$ cat config.mk
export PLATFORM = sky130hd
export DESIGN_NAME = sia_rx_fifo
export DESIGN_NICKNAME = d
export VERILOG_FILES = /design/src/rtl/sia_rx_fifo.sv
export SDC_FILE = /design/constraint.sdc
export NUM_CORES = 1
export LEC_CHECK = 0
export CORE_ASPECT_RATIO = 2
export CORE_MARGIN = 3
export CORE_UTILIZATION = 60
export DETAILED_ROUTE_END_ITERATION = 8
export PLACE_DENSITY = 0.79
export REMOVE_ABC_BUFFERS = 1
export SYNTH_ARGS = -nofsm -noshare
export SYNTH_HDL_FRONTEND = slang
export SYNTH_SLANG_ARGS = --single-unit
$ cat constraint.sdc
create_clock -name clk_i -period 3.95 [get_ports clk_i]
set_clock_uncertainty 0.2 [all_clocks]
set_input_delay 0.395 -clock clk_i [delete_from_list [all_inputs] [get_ports clk_i]]
set_output_delay 0.395 -clock clk_i [all_outputs]
set_load 0.02 [all_outputs]
$ cat src/rtl/sia_rx_fifo.sv
// sia_rx_fifo: receive-side FIFO of the SIA.
// It captures the bit-serial receiver's shift register at end of frame, right-justifies
// the word by the frame length, and queues it for the Wishbone slave with first-word-fall-through.
// A frame that completes while the FIFO is full is dropped and raises a sticky overrun flag.
module sia_rx_fifo #(
  parameter int unsigned DATA_WIDTH = 16,
  parameter int unsigned DEPTH_BITS = 4
) (
  input  logic                  clk_i,
  input  logic                  reset_i,
  input  logic [DATA_WIDTH-1:0] rx_dat_i,
  input  logic                  rx_idle_i,
  input  logic [5:0]            bits_i,
  input  logic                  pop_i,
  input  logic                  flush_i,
  input  logic                  clr_ovr_i,
  output logic [DATA_WIDTH-1:0] dat_o,
  output logic                  empty_o,
  output logic                  full_o,
  output logic [DEPTH_BITS:0]   count_o,
  output logic                  overrun_o
);

  localparam int unsigned DEPTH = 1 << DEPTH_BITS;
  localparam int unsigned CW    = DEPTH_BITS + 1;
  localparam int unsigned PW    = DEPTH_BITS;

  logic                  idle_q;
  logic [PW-1:0]         rd_ptr_q;
  logic [PW-1:0]         wr_ptr_q;
  logic [CW-1:0]         count_q;
  logic                  overrun_q;
  logic [DATA_WIDTH-1:0] mem_q [DEPTH];

  logic                  push_c;
  logic                  full_c;
  logic                  empty_c;
  logic                  do_push_c;
  logic                  do_pop_c;
  logic                  ovr_set_c;
  logic [DATA_WIDTH-1:0] just_c;
  logic [31:0]           shamt_c;
  logic [CW-1:0]         count_nxt_c;

  // Previous receiver idle level, used to find the end-of-frame edge
  always_ff @(posedge clk_i or posedge reset_i) begin
    if (reset_i) begin
      idle_q <= 1'b1;
    end else begin
      idle_q <= rx_idle_i;
    end
  end

  // One-cycle push strobe on the idle rising edge
  assign push_c = rx_idle_i & ~idle_q;

  // Right-justify the received bits; out-of-range lengths pass the word through unchanged
  always_comb begin
    shamt_c = 32'd0;
    just_c  = rx_dat_i;
    if ((bits_i != 6'd0) && (32'(bits_i) <= DATA_WIDTH)) begin
      shamt_c = 32'(DATA_WIDTH) - 32'(bits_i);
      just_c  = rx_dat_i >> shamt_c;
    end
  end

  // Status derived from the registered count, never from a pointer compare
  assign full_c  = (count_q == CW'(DEPTH));
  assign empty_c = (count_q == CW'(0));

  // Pop only when something is stored; a pop on a full FIFO frees a slot for a coincident push
  always_comb begin
    do_pop_c  = pop_i & ~empty_c;
    do_push_c = push_c & (~full_c | do_pop_c);
    ovr_set_c = push_c & full_c & ~do_pop_c;
  end

  // Next entry count from the accepted push/pop pair
  always_comb begin
    count_nxt_c = count_q;
    case ({do_push_c, do_pop_c})
      2'b10:   count_nxt_c = count_q + CW'(1);
      2'b01:   count_nxt_c = count_q - CW'(1);
      default: count_nxt_c = count_q;
    endcase
  end

  // Pointers and count; flush discards everything including same-cycle push/pop
  always_ff @(posedge clk_i or posedge reset_i) begin
    if (reset_i) begin
      rd_ptr_q <= '0;
      wr_ptr_q <= '0;
      count_q  <= '0;
    end else if (flush_i) begin
      rd_ptr_q <= '0;
      wr_ptr_q <= '0;
      count_q  <= '0;
    end else begin
      if (do_push_c) begin
        wr_ptr_q <= wr_ptr_q + PW'(1);
      end
      if (do_pop_c) begin
        rd_ptr_q <= rd_ptr_q + PW'(1);
      end
      count_q <= count_nxt_c;
    end
  end

  // Storage array; contents need no reset since count gates visibility
  always_ff @(posedge clk_i) begin
    if (do_push_c && !flush_i) begin
      mem_q[wr_ptr_q] <= just_c;
    end
  end

  // Sticky overrun; a new overrun wins over a same-cycle clear, flush leaves it alone
  always_ff @(posedge clk_i or posedge reset_i) begin
    if (reset_i) begin
      overrun_q <= 1'b0;
    end else if (ovr_set_c) begin
      overrun_q <= 1'b1;
    end else if (clr_ovr_i) begin
      overrun_q <= 1'b0;
    end
  end

  // First-word-fall-through head, forced to zero when empty
  always_comb begin
    dat_o = '0;
    if (!empty_c) begin
      dat_o = mem_q[rd_ptr_q];
    end
  end

  assign empty_o   = empty_c;
  assign full_o    = full_c;
  assign count_o   = count_q;
  assign overrun_o = overrun_q;

endmodule

=== Word level (Yosys, flattened, before mapping) ===
Memory sizes are Yosys's and may differ from the RTL's.
Cells that the tools add are included.

* Input bits: 28
* Memories kept: 1
* Bits in writable memories: 256
* Latch bits: 0
* Bits in registers: 15
* Output and inout bits: 24
* Bits in read-only memories: 0

* Multiply operators: 0
* Bitwise gates (word level): 10
* Multiplexer cells: 12
* Div/mod/pow operators: 0
* Equal/unequal tests: 3
* Shift-type cells: 1
* Add/subtract/negate cells: 5
* Reduce and logical (&&, ||, !) cells: 9
* Order comparisons: 1

{| class="wikitable"
|+ Memory list
! memory !! depth !! width !! read ports !! clocked after Yosys merged registers in !! wr ports !! RTL line !! text
|-
| mem_q || 16 || 16 || 1 || 0 || 1 || 33 || <nowiki>logic [DATA_WIDTH-1:0] mem_q [DEPTH];</nowiki>
|}

{| class="wikitable"
|+ Operator list
! cell !! count
|-
| 2-to-1 mux 16 bit || 2
|-
| >> shifter 16 x 32 -> 16 bit || 1
|-
| 2-to-1 mux 4 bit || 4
|-
| one-hot mux 5 bit (2 select lines) || 1
|-
| adder 4 x 1 -> 4 bit, second input constant || 2
|-
| subtractor 5 x 6 -> 7 bit, first input constant || 1
|-
| <= comparator 6 x 5 -> 1 bit, second input constant || 1
|-
| nonzero test 2 bit || 3
|-
| nonzero test 6 bit || 1
|-
| adder 5 x 1 -> 5 bit, second input constant || 1
|-
| AND 1 bit || 5
|-
| equality test 5 bit, second input constant || 1
|-
| zero test 5 bit || 1
|-
| 2-to-1 mux 5 bit || 1
|-
| subtractor 5 x 1 -> 5 bit, second input constant || 1
|-
| 2-to-1 mux 1 bit || 4
|-
| NOT 1 bit || 4
|-
| nonzero test 3 bit || 1
|-
| equality test 2 x 1 -> 1 bit, second input constant || 1
|-
| equality test 2 bit, second input constant || 1
|-
| logical AND 1 bit || 2
|-
| zero test 1 bit || 1
|-
| bitwise OR 1 bit || 1
|}

=== Depth between registers and ports, before layout ===
Gate-level depths: netlist (run 1).

* Depth in word-level cells: 8
* Mapped depth: 10
* Mapped depth without buffers: 7

=== Least setup slack after synthesis (run 1) ===
No wires, ideal clock.

* Path kind: input to register
* Start point: in bits_i[0]
* End point: mem mem_q[0][3], data pin
* Data required time: 3,403 ps
* Arrival: 2,552 ps
* Stages: 8
* Slack: 851 ps
* Setup time: 347 ps
* Cells stage by stage: buf_4 > inv_2 > ha_1 > xor2_2 > buf_4 > mux2i_1 > o21ai_1 > o311ai_1

* Longest elaborated chain between the ends: 3

{| class="wikitable"
|+ Ends and longest elaborated chain
! element !! RTL line !! text
|-
| start: declaration || 13 || <nowiki>input logic [5:0] bits_i,</nowiki>
|-
| subtractor 5 x 6 -> 7 bit (tied with other cells) || 62 || <nowiki>shamt_c = 32'(DATA_WIDTH) - 32'(bits_i);</nowiki>
|-
| >> shifter 16 x 32 -> 16 bit or logical AND 1 bit (tied branches) || 63, 61 ||
|-
| 2-to-1 mux 16 bit (*) || 61 || <nowiki>if ((bits_i != 6'd0) && (32'(bits_i) <= DATA_WIDTH)) begin</nowiki>
|-
| net just_c[3] || 41 || <nowiki>logic [DATA_WIDTH-1:0] just_c;</nowiki>
|-
| end: declaration || 33 ||
|}

Mark *: on every way through the listed nets, which the timed path passes. The rest lies on a longest branch.

=== Final worst setup path (run 1) ===
* Start point: reg rd_ptr_q[1]
* End point: out dat_o[1]

* Longest elaborated chain between the ends: 2

{| class="wikitable"
|+ Ends and longest elaborated chain
! element !! RTL line !! text
|-
| start: declaration || 29 || <nowiki>logic [PW-1:0] rd_ptr_q;</nowiki>
|-
| start signal: assignment || 103 || <nowiki>rd_ptr_q <= rd_ptr_q + PW'(1);</nowiki>
|-
| memory (16 x 16 bit) || - ||
|-
| 2-to-1 mux 16 bit || 130 || <nowiki>if (!empty_c) begin</nowiki>
|-
| end: declaration || 17 || <nowiki>output logic [DATA_WIDTH-1:0] dat_o,</nowiki>
|}

No other way between the ends.

==> results of run 1 <==
## routing by layer
layer,global-route usage,vias to the layer above
met1,0.312,3214
met3,0.0252,88
met5,0,-
met2,0.452,325
met4,0.136,0
li1,-,2666
## path summary, 6_finish.rpt
| check | depth (start not counted) | slack, ns | to |
|---|---|---|---|
| worst max-delay path | 5 | 0.25 | dat_o[1] |
| worst min-delay path | 2 | 0.05 | wr_ptr_q[0] |
| worst max register to register | 8 | 0.78 | count_o[4] |
| worst min register to register | 2 | 0.34 | overrun_o |
| max in group asynchronous | 2 | 3.05 | rd_ptr_q[0] |
| min in group clk_i | 1 | 0.15 | idle_q |
## per-stage QoR
step                TNS, ns  power (mW)  setup slack [ns]
floorplan             -9.06        4.59            -0.566
global placement          0        5.15             0.435
detailed placement        0        5.19             0.234
CTS                       0        7.32             0.208
global route              0        7.53             0.146
finish                    0        7.24             0.252
## area by class of cell
class / instances / share of cell area
inverter: 14 / 0.00389
multi-input combinational: 288 / 0.262
timing repair buffer: 85 / 0.0604
clock inverter: 13 / 0.00825
sequential: 271 / 0.598
clock buffer: 27 / 0.0437
tap: 259 / 0.0240
## power by group through the flow
stage / Sequential [mW] / Combinational [mW] / Clock [mW]
2_1_floorplan: 3.50 / 1.09 / 0
3_3_place_gp: 3.36 / 1.79 / 0
3_5_place_dp: 3.36 / 1.83 / 0
4_1_cts: 3.30 / 1.85 / 2.17
5_1_grt: 3.30 / 1.95 / 2.28
6_report: 3.30 / 1.81 / 2.13
## state kept, by name (all words and copies together), names as in the netlist
name	count
wr_ptr_q	4
count_o	5
rd_ptr_q	4
mem_q	256
overrun_o	1
idle_q	1
## Yosys cell counts, drive strengths merged (7+ instances only)
library cell  instances  area (sq um)
buf                  21           154
clkbuf               11          41.3
dfrtp                14           350
edfxtp              256          7690
ha                    9           113
inv                  14          52.6
mux2i                23           230
mux4                 91          2050
nand2                14          52.6
nor2                 28           108
nor2b                18           113
nor3                  7          46.3
xor2                  7          76.3
## cell families (layout without fill, tap and decap cells)
| group | count (synthesis) | in the layout | share of synthesized area |
|---|---|---|---|
| AO/OA/AOI/OAI | 53 | 53 | 0.0360 |
| XOR/XNOR | 13 | 13 | 0.0115 |
| adder cells (fa/ha/maj) | 10 | 10 | 0.0112 |
| buffers and inverters | 46 | 139 | 0.0209 |
| flip-flops | 271 | 271 | 0.680 |
| multiplexers | 119 | 119 | 0.197 |
| AND/OR/NAND/NOR | 93 | 93 | 0.0427 |
## worst max-delay path: stages, from the launching register on
cell	delay [ns]
dfrtp_2	0.67
buf_4	0.38
mux4_2	0.35
mux4_2	0.48
nor2b_1	0.16
clkdlybuf4s50_1	0.55
==> impl_metrics.json, run 1 <==
{
  "async_flop_share": 0.0554,
  "max_clock_freq_ghz": 0.270,
  "fin_area_sq_um": 13500,
  "layout_commonest_cell": "edfxtp_1",
  "critPathLaunchType": "register",
  "drc": 0,
  "initial_core_util": 0.612,
  "finish.utilization": 0.697,
  "diodes": 0,
  "drt_wl_total_um": 26400,
  "wl_met2_um": 14300,
  "chipWidth_um": 105,
  "crit_fanout": 19,
  "cts_resized": 0,
  "grt_usage": 0.256,
  "ant_nets": 0,
  "timing.rr.start": "count_o[2]",
  "synth_cell_type_count": 63,
  "worst_pin_slew_ns": 1.15,
  "run_status": "complete, no violations",
  "worstHoldPathType": "input pin to async pin",
  "vias": 6293,
  "ys_seq_elements": 271,
  "crit_path_start": "rd_ptr_q[1]",
  "ioPinCount": 52,
  "synth_flop_cell": "edfxtp_1",
  "cts_setup_buffers": 0,
  "hpwl_um": 16600,
  "synth.avg_cell_area_sq_um": 19.6,
  "area_growth_pct": 13.9,
  "final_cell_mix": "edfxtp_1 (256), mux4_2 (90), clkdlybuf4s50_1 (51)",
  "maxSlewViolCount": 0,
  "grt_max_degree": 45,
  "critical_path_class": "register to output port",
  "p_seq_frac": 0.455,
  "p_leak_nw": 4.36,
  "comb_power_share": 0.250,
  "clk_latency_ns": 0.51,
  "clk_pin_slew_ns": 0.07,
  "grt_antenna_before_repair": 0,
  "grt_first_pass_wirelength_um": 40400,
  "cts_buffers": 22,
  "cts_max_path_buffers": 3,
  "dr.pass1.iters": 5,
  "stdcell_count": 957,
  "row_count": 72,
  "powerDensity_nw_per_um2": 536,
  "multi_input_area_sq_um": 3540,
  "core_sq_um": 19400,
  "peakVddDrop_mv": 0.354,
  "place_inst": 917,
  "grt.overflow.total": 0,
  "hold_viol": 0,
  "crit_arrival_ns": 3.10,
  "portBuffers": 51,
  "via_per_inst": 6.58,
  "cts-root-buf": "clkbuf_16",
  "die-area_sq_um": 21600,
  "wl_met3_um": 1650,
  "p_sw_mw": 1.90,
  "gp_congestion": 0.949,
  "slew_headroom": 0.236,
  "postPlaceCellArea_sq_um": 12800,
  "netlist_area_sq_um": 11900,
  "wl_per_cell_um": 27.6,
  "initialDrtViolationCount": 569,
  "swShare": 0.262,
  "synth-edff-count": 256,
  "fillers": 1185,
  "max_cap_viol_count": 0,
  "seq_area_sq_um": 8070,
  "yosys_warnings": 0,
  "synth.yosys.seq_area_share": 0.680,
  "fin_crit_sh": 0.936,
  "rsz0062_at_grt": "false",
  "synth_cells": 605,
  "die_h_um": 205,
  "top_layer_used": "met4",
  "report.final.setup_viol": 0,
  "drive_gt1_frac": 0.245,
  "ctsHoldBuffers": 0,
  "period_needed_ns": 3.70,
  "wl_met1_um": 9000,
  "power_frac_clock": 0.294,
  "h-tree-depth": 1,
  "cts_tree": "yes",
  "whs_ns": 0.0456,
  "grt_pass1_vias": 6648,
  "cp.required_ns": 3.36,
  "internal_power_mw": 5.34,
  "final_nets": 720,
  "worstSetupEndpointType": "output port",
  "clock_sinks": 271
}
(Power assumes the default switching activity.)
==> inputs of run 2 (changes only) <==
CORE_UTILIZATION = 55   (was 60)
CTS_CLUSTER_DIAMETER = 150   (was default)
PLACE_DENSITY = 0.76   (was 0.79)
clock period = 3.3 ns   (was 3.95 ns; I/O delays follow)
==> run 2 against run 1 <==
Against the previous run: count of clock-buffer cells in the layout decreased by 3; power rose by 23%; cell area is 2.9% higher; setup slack worse by 0.20 ns; global-route usage is 1.3 points lower; sequential power up 19%; non-clock buffer count increased by 41; critical path depth is 1 higher; via count is 2.3% higher; sequential share of layout area down 1.7 points; register-to-register slack got worse by 0.36 ns; hold slack better by 0.033 ns; critical endpoint is now dat_o[11].
==> impl_metrics.json, run 2 (synthesized netlist as in run 1, its figures left out) <==
{
  "run_status": "complete, no violations",
  "core_sq_um": 21100,
  "clock_sinks": 271,
  "clk_latency_ns": 0.51,
  "max_flop_register": "mem_q",
  "initial_core_util": 0.561,
  "area_growth_pct": 17.3,
  "portBuffers": 51,
  "place_inst": 955,
  "initialDrtViolationCount": 528,
  "critical_path_class": "register to output port",
  "chipWidth_um": 110,
  "drc": 0,
  "cts-root-buf": "clkbuf_16",
  "grt.overflow.total": 0,
  "powerDensity_nw_per_um2": 642,
  "fillers": 1403,
  "period_needed_ns": 3.25,
  "drive_gt1_frac": 0.306,
  "final_cell_mix": "edfxtp_1 (256), mux4_2 (90), buf_4 (63)",
  "via_per_inst": 6.39,
  "crit_fanout": 6,
  "final_nets": 761,
  "maxSlewViolCount": 0,
  "worstSetupEndpointType": "output port",
  "stdcell_count": 1007,
  "finish.utilization": 0.658,
  "grt_max_degree": 49,
  "p_leak_nw": 4.63,
  "wl_per_cell_um": 27.0,
  "row_count": 75,
  "worst_pin_slew_ns": 1.05,
  "clk_pin_slew_ns": 0.07,
  "largest_reg_flops": 256,
  "max_clock_freq_ghz": 0.308,
  "cp.required_ns": 2.77,
  "vias": 6437,
  "crit_arrival_ns": 2.72,
  "dr.pass1.iters": 5,
  "fin_crit_sh": 0.984,
  "cts_tree": "yes",
  "die-area_sq_um": 23500,
  "ant_nets": 0,
  "hpwl_um": 17700,
  "worstHoldPathType": "input pin to register",
  "slew_headroom": 0.299,
  "report.final.setup_viol": 0,
  "grt_first_pass_wirelength_um": 41100,
  "cts_buffers": 22,
  "die_h_um": 214,
  "reg2regPathDepth": 8,
  "gp_congestion": 0.943,
  "h-tree-depth": 1,
  "grt_pass1_vias": 6865,
  "peakVddDrop_mv": 0.416,
  "critPathLaunchType": "register",
  "cts_max_path_buffers": 3,
  "drt_wl_total_um": 27200,
  "layout_commonest_cell": "edfxtp_1",
  "max_cap_viol_count": 0,
  "rsz0062_at_grt": "true",
  "grt_usage": 0.243,
  "ioPinCount": 52,
  "hold_viol": 0,
  "diodes": 0,
  "grt_antenna_before_repair": 0,
  "whs_path_depth": 1
}
## run 2: changes by cell type in the layout (fill, tap and decap cells not counted), sizes merged
cell           change
clkinv             +1
dlygate4sd2        +1
clkdlybuf4s50     -16
buf               +40
dlygate4sd3        +1
clkdlybuf4s15      +5
clkbuf             +7
bufinv             +1
## run 2: critical path, stage by stage, from the launching register on
cell             delay [ns]
dfrtp_4                0.49
buf_12                 0.16
buf_4                  0.15
mux4_2                 0.44
mux4_2                 0.52
nor2b_1                0.15
clkdlybuf4s15_1        0.30
## run 2: final cells by class
cell class / instances / area, sq um / share of cell area
clock buffer: 24 / 579 / 0.0417
timing repair buffer: 126 / 1170 / 0.0841
inverter: 14 / 52.6 / 0.00378
clock inverter: 15 / 143 / 0.0103
sequential: 271 / 8070 / 0.581
tap: 269 / 337 / 0.0242
multi-input combinational: 288 / 3550 / 0.255
## run 2: metal layers
layer  wire length [um]  vias to the layer above  GRT usage  share of wire
met5                  0                        -          0              0
met4               1220                        0      0.112          0.045
met3               1380                       78     0.0241          0.051
met2              15600                      272      0.445           0.57
met1               9020                     3340      0.284           0.33
li1                   -                     2747          -              -
## run 2: path summary, 6_finish.rpt
| kind | startpoint | slack, ns | end |
|---|---|---|---|
| setup / recovery | rd_ptr_q[0] | 0.05 | dat_o[11] |
| hold reg to reg | overrun_o | 0.34 | overrun_o |
| min in group asynchronous | reset_i | 0.54 | count_o[0] |
| hold / removal | rx_idle_i | 0.08 | idle_q |
| setup reg to reg | count_o[2] | 0.42 | count_o[4] |
| max in group asynchronous | reset_i | 1.90 | rd_ptr_q[0] |
## run 2: timing repair
| action | 4_1_cts | 5_1_grt |
|---|---|---|
| resized for setup | 21 | 24 |
| pin swaps | 0 | 0 |
| endpoints found under the hold margin | 11 | 0 |
| endpoints found under the setup margin | 17 | 15 |
| setup buffers | 8 | 4 |
| hold buffers | 1 | 0 |
## run 2: metrics by stage
stage	hold WS (ns)	area (sq um)	setup slack (ns)	power, mW	TNS (ns)
floorplan	0.0308	11700	-1.15	5.50	-19.29
detailed placement	0.329	13100	-0.0844	6.34	-3.03
global placement	0.319	13100	0.0572	6.27	0
global route	0.0728	13900	-0.00505	9.27	-0.00508
finish	0.0788	13900	0.0529	8.93	0
CTS	0.0599	13900	-0.00720	8.97	-0.0133
## run 2: power breakdown
group / internal, mW / total (mW) / switching [mW]
Combinational: 1.22 / 2.38 / 1.16
Clock: 1.50 / 2.63 / 1.13
Sequential: 3.86 / 3.92 / 0.0608
Total: 6.58 / 8.93 / 2.35
